`config.mk`:
```
export PLATFORM = sky130hd
export DESIGN_NAME = shift_seq
export DESIGN_NICKNAME = d
export VERILOG_FILES = /design/src/rtl/shift_pkg.sv /design/src/rtl/shift_step.sv /design/src/rtl/shift_seq.sv
export SDC_FILE = /design/constraint.sdc
export NUM_CORES = 1
export LEC_CHECK = 0
export BUFFER_PORTS_ARGS = -buffer_cell sky130_fd_sc_hd__buf_2
export CORE_AREA = 2 2 50 52
export DETAILED_ROUTE_END_ITERATION = 12
export DIE_AREA = 0 0 52 54
export GPL_TIMING_DRIVEN = 0
export PLACE_DENSITY = 0.75
export SKIP_CTS_REPAIR_TIMING = 1
export SYNTH_ARGS = -nofsm -noshare
export SYNTH_HDL_FRONTEND = slang
export SYNTH_HIERARCHICAL = 1
export SYNTH_SLANG_ARGS = --single-unit
```
`constraint.sdc`:
```
create_clock -name clk -period 3.3 [get_ports clk]
set_input_delay 0.165 -clock clk [delete_from_list [all_inputs] [get_ports clk]]
set_output_delay 0.165 -clock clk [all_outputs]
set_load 0.1 [all_outputs]
```
`src/rtl/shift_pkg.sv`:
```
// Shared constants for the shift sequencer and the single-bit shift unit.
// Mode codes match the {s1,s0} select lines of the shift datapath.
// The FSM state encoding lives here so benches can decode it if needed.
package shift_pkg;

   localparam logic [1:0] MODE_LSR = 2'b00;  // logical right, MSB <= 0
   localparam logic [1:0] MODE_LSL = 2'b01;  // logical left, LSB <= 0
   localparam logic [1:0] MODE_ASR = 2'b10;  // arithmetic right, MSB kept
   localparam logic [1:0] MODE_ROL = 2'b11;  // rotate left, MSB -> LSB

   localparam logic [1:0] ST_IDLE  = 2'd0;
   localparam logic [1:0] ST_SHIFT = 2'd1;
   localparam logic [1:0] ST_HOLD  = 2'd2;

endpackage

```
`src/rtl/shift_step.sv`:
```
// Single-position shifter, purely combinational.
// Ports:
//   data_i  operand
//   mode_i  shift mode {s1,s0}
//   data_o  operand shifted by one position according to mode_i
module shift_step
   import shift_pkg::*;
#(
   parameter int WIDTH = 8
) (
   input  logic [WIDTH-1:0] data_i,
   input  logic [1:0]       mode_i,
   output logic [WIDTH-1:0] data_o
);

   always_comb begin
      data_o = data_i;
      case (mode_i)
         MODE_LSR: data_o = {1'b0, data_i[WIDTH-1:1]};
         MODE_LSL: data_o = {data_i[WIDTH-2:0], 1'b0};
         MODE_ASR: data_o = {data_i[WIDTH-1], data_i[WIDTH-1:1]};
         MODE_ROL: data_o = {data_i[WIDTH-2:0], data_i[WIDTH-1]};
         default:  data_o = data_i;
      endcase
   end

endmodule

```
`src/rtl/shift_seq.sv`:
```
// Multi-bit shift sequencer: accepts an operand, mode and count, applies the
// single-bit shift once per clock `count` times, then holds the result until
// the consumer takes it.
// Ports:
//   clk, rst               clock, async active-low reset
//   in_valid/in_ready      request handshake
//   in_data/in_mode/in_count  operand, {s1,s0} mode, number of steps
//   out_valid/out_ready    result handshake
//   out_data               shifted result (working register)
//   busy                   high while in SHIFT or HOLD
//
// state    | meaning
// ---------+-----------------------------------------------------------
// ST_IDLE  | waiting for a request; in_ready high (after first clock)
// ST_SHIFT | one step per cycle, down-counting the remaining steps
// ST_HOLD  | result presented on out_data until out_ready
module shift_seq
   import shift_pkg::*;
#(
   parameter int WIDTH = 8,
   parameter int CNT_W = 4
) (
   input  logic             clk,
   input  logic             rst,
   input  logic             in_valid,
   output logic             in_ready,
   input  logic [WIDTH-1:0] in_data,
   input  logic [1:0]       in_mode,
   input  logic [CNT_W-1:0] in_count,
   output logic             out_valid,
   input  logic             out_ready,
   output logic [WIDTH-1:0] out_data,
   output logic             busy
);

   logic [1:0]       state_q, state_d;
   logic [WIDTH-1:0] work_q, work_d;
   logic [1:0]       mode_q, mode_d;
   logic [CNT_W-1:0] cnt_q, cnt_d;
   logic             in_ready_q, in_ready_d;
   logic [WIDTH-1:0] step_data;

   shift_step #(.WIDTH(WIDTH)) u_step (
      .data_i (work_q),
      .mode_i (mode_q),
      .data_o (step_data)
   );

   always_comb begin
      state_d = state_q;
      work_d  = work_q;
      mode_d  = mode_q;
      cnt_d   = cnt_q;
      case (state_q)
         ST_IDLE: begin
            if (in_valid && in_ready_q) begin
               work_d  = in_data;
               mode_d  = in_mode;
               cnt_d   = in_count;
               state_d = (in_count == '0) ? ST_HOLD : ST_SHIFT;
            end
         end
         ST_SHIFT: begin
            work_d = step_data;
            cnt_d  = cnt_q - CNT_W'(1);
            if (cnt_q == CNT_W'(1)) state_d = ST_HOLD;
         end
         ST_HOLD: begin
            if (out_ready) state_d = ST_IDLE;
         end
         default: state_d = ST_IDLE;
      endcase
      // Registered so it stays low through reset and the first clock after,
      // and so a HOLD->IDLE release can never double as an accept.
      in_ready_d = (state_d == ST_IDLE);
   end

   always_ff @(posedge clk or negedge rst) begin
      if (!rst) begin
         state_q    <= ST_IDLE;
         work_q     <= '0;
         mode_q     <= MODE_LSR;
         cnt_q      <= '0;
         in_ready_q <= 1'b0;
      end else begin
         state_q    <= state_d;
         work_q     <= work_d;
         mode_q     <= mode_d;
         cnt_q      <= cnt_d;
         in_ready_q <= in_ready_d;
      end
   end

   assign in_ready  = in_ready_q;
   assign out_valid = (state_q == ST_HOLD);
   assign out_data  = work_q;
   assign busy      = (state_q != ST_IDLE);

endmodule
```
==> results.md <==
| Result | This run | Unit |
|:---|:---|:---|
| Number of fill cells in the layout | 214 | - |
| Post-Route Skew | 0.002016 | ns |
| Number of cell rows | 18 | - |
| Met1 track demand over resource in global routing | 0.2322 | - |
| Buffer cell driving the clock tree root | sky130_fd_sc_hd__clkbuf_4 | - |
| CP Data Arrival Time | 1.41 | ns |
| Number of vias after detailed routing | 882 | - |
| Maximum Capacitance Violations | 0 | - |
| Placer's final routability congestion estimate | 0.7351 | - |
| Synth Net Count | 123 | - |
| Global-route wire length before repair | 3.670 | mm |
| Clock transition at the registers of the reported paths | 0.10 | ns |
| Setup crit start kind | register | - |
| Run status | completed | - |
| Post-synthesis share of cell area spent on and, or, nand and nor gates | 0.1729 | - |
| Skew-Pair Late Insertion Delay | 0.29 | ns |
| Area growth syn-to-layout | 19.45 | % |
| Detail Route Antenna Nets | 0 | - |
| Normalized max-slew margin | 0.6830 | - |
| Worst Path Max Fanout | 10 | - |
| Final HPWL DP | 1.704 | mm |
| Syn avg cell area | 10.68 | um^2 |
| Category of the critical setup timing path | register to output port | - |
| RSZ-0062 raised after global routing | false | - |
| Pin slew with the least headroom to its limit | 0.4712 | ns |
| Initial detailed-routing violation count | 21 | - |
| Post-synthesis cell area | 1100 | um^2 |
| Aggregate routed wire length | 2.338 | mm |
| Fraction of final layout cells with drive strength greater than 1 | 0.3824 | - |
| Mux cell area share after synthesis | 0.1832 | - |
| Total congestion overflow | 0 | - |
| H-tree Lvls | 1 | - |
| Fin nets | 157 | - |
| Max Freq | 0.6348 | GHz |
| Final sum of negative setup slack | 0 | ns |
| Part of the Yosys area used for sequential elements | 0.3868 | - |
| Largest family of logic cells by synthesized area | multiplexers | - |
| Count of final hold-check violations | 0 | - |
| Drt pass-1 iters | 4 | - |
| GRT Overall Usage | 0.1838 | - |
| TritonCTS clock tree | built | - |
| Core area | 2320 | um^2 |
| Largest net degree at the start of global routing | 18 | - |
| Buffers added on ports | 28 | - |
| Xor/xnor cell area share of the yosys netlist | 0.007964 | - |
| Yosys Warn Count | 6 | - |
| Clock Path Buffers | 2 | - |
| Final number of max-transition violations | 0 | - |
| Vias per cell | 5.313 | - |
| Type of the tightest min-delay check | input pin to register | - |
| Met3 global-route usage | 0.05556 | - |
| Final Critical Period | 1.575 | ns |
| Global-route track usage on met2 | 0.2996 | - |
| Part of the cycle the worst path needs | 0.4774 | - |
| Die width | 52 | um |
| Clock tree sinks | 17 | - |
| Unique cell type count in the Yosys netlist | 33 | - |
| Vias in the first global route | 807 | - |
| Antenna cells | 0 | - |
| Cells after synthesis | 103 | - |
| Starting density of the core | 0.4741 | - |
| Routed wire per std cell | 14.08 | um |
| Most utilized layer in the global route result | met2 | - |
| Height of the die | 54 | um |
| Setup Viol. Count Final | 0 | - |
| Compound-Gate Fraction of Synth Area | 0.1263 | - |
| Total DRC errors in the routed layout | 0 | - |
| Crit end category | output port | - |
| Adder-cell share of the synthesized area | 0.02275 | - |
| Required arrival time at the worst endpoint | 3.13 | ns |
| Top Ports | 29 | - |
| Initial antenna violation count | 0 | - |
| Flip-flop and latch count after synthesis | 17 | - |
| Overall die area | 2808 | um^2 |
| Total clock buffers created by CTS | 3 | - |
==> layout make-up <==
type | instances | area, um^2 | area share
Buffer | 8 | 95.09 | 0.07238
Tap cell | 30 | 37.54 | 0.02857
Sequential cell | 17 | 425.4 | 0.3238
Multi-Input combinational cell | 74 | 564.3 | 0.4295
Timing Repair Buffer | 29 | 150.1 | 0.1143
Inverter | 4 | 15.01 | 0.01143
Clock buffer | 4 | 26.28 | 0.02000
==> Yosys cell counts (all sizes together) <==
cell	count	area [um^2]
nand2	10	37.54
nor4bb	1	25.02
buf	8	95.09
inv	4	15.01
nand3b	1	7.510
ha	2	25.02
a211oi	2	15.01
mux2i	10	100.1
o21a	1	7.510
or2	2	12.52
nand4bb	1	11.26
nor3	10	50.05
or3	1	6.260
nor2	2	7.510
xor2	1	8.760
a21oi	10	57.56
o21ba	1	10.01
a32oi	2	17.52
nor4	1	6.260
o22ai	1	6.260
nor2b	3	21.27
dfrtp	17	425.4
nand3	1	5.000
mux2	7	101.4
o21ai	3	15.01
a21bo	1	10.01
==> final timing paths <==
| path | from | to | slack [ns] | cells past startpoint |
|---|---|---|---|---|
| max | state_q[0] | busy | 1.72 | 3 |
| min | in_mode[1] | mode_q[1] | 0.06 | 3 |
| max reg2reg | state_q[0] | cnt_q[1] | 1.83 | 5 |
| min reg2reg | mode_q[0] | mode_q[0] | 0.52 | 2 |
| max in group asynchronous | rst | out_data[0] | 2.71 | 2 |
| min in group asynchronous | rst | cnt_q[2] | 0.31 | 2 |
==> kinds of logic (layout without fill, tap and decap cells) <==
logic type	after synthesis	in the layout
compound gates	21	21
xor+xnor	1	1
fa+ha+maj	2	2
buf+inv	12	45
flops	17	17
mux	17	17
simple gates	33	33
==> worst max-delay path, cell delays in order, from the launching register on <==
cell and delay (ns):
sky130_fd_sc_hd__dfrtp_1 0.40, sky130_fd_sc_hd__buf_6 0.15, sky130_fd_sc_hd__or2_2 0.28, sky130_fd_sc_hd__buf_2 0.29
==> registers in the layout, indices dropped and copies added, names as in the netlist <==
register	count
state_q	2
cnt_q	4
in_ready	1
out_data	8
mode_q	2
==> layer usage <==
layer,vias to the layer above,share of wire,wire [um]
li1,432,-,-
met1,422,0.45,1050
met2,24,0.50,1160
met3,4,0.041,97
met4,0,0.012,29
met5,-,0,0
==> metrics by stage <==
step	instances	hold WS, ns	utilization	cell area [um^2]	setup slack [ns]
CTS	165	-0.2149	0.5620	1304	1.713
detailed placement	161	0.1046	0.5507	1277	1.851
global placement	161	0.1101	0.5507	1277	1.881
global route	166	0.05903	0.5663	1314	1.667
floorplan	103	-0.1306	-	1100	1.283
finish	166	0.06011	0.5663	1314	1.725
==> placed cells by master, fill, tap and decap left out, types with 2 or more instances in the layout <==
cell type and instances:
sky130_fd_sc_hd__a21oi_1 8, sky130_fd_sc_hd__dfrtp_1 17, sky130_fd_sc_hd__nand2_1 10, sky130_fd_sc_hd__clkbuf_4 3
sky130_fd_sc_hd__nor2_1 2, sky130_fd_sc_hd__mux2_4 6, sky130_fd_sc_hd__a32oi_1 2, sky130_fd_sc_hd__mux2i_1 10
sky130_fd_sc_hd__nor3_1 10, sky130_fd_sc_hd__o21ai_0 2, sky130_fd_sc_hd__nor2b_1 2, sky130_fd_sc_hd__buf_6 6
sky130_fd_sc_hd__a21oi_2 2, sky130_fd_sc_hd__inv_1 4, sky130_fd_sc_hd__a211oi_1 2, sky130_fd_sc_hd__ha_1 2
sky130_fd_sc_hd__buf_2 28
Power is not shown: default switching activity piles up to over one toggle a cycle in this logic, so the estimate is an artifact.
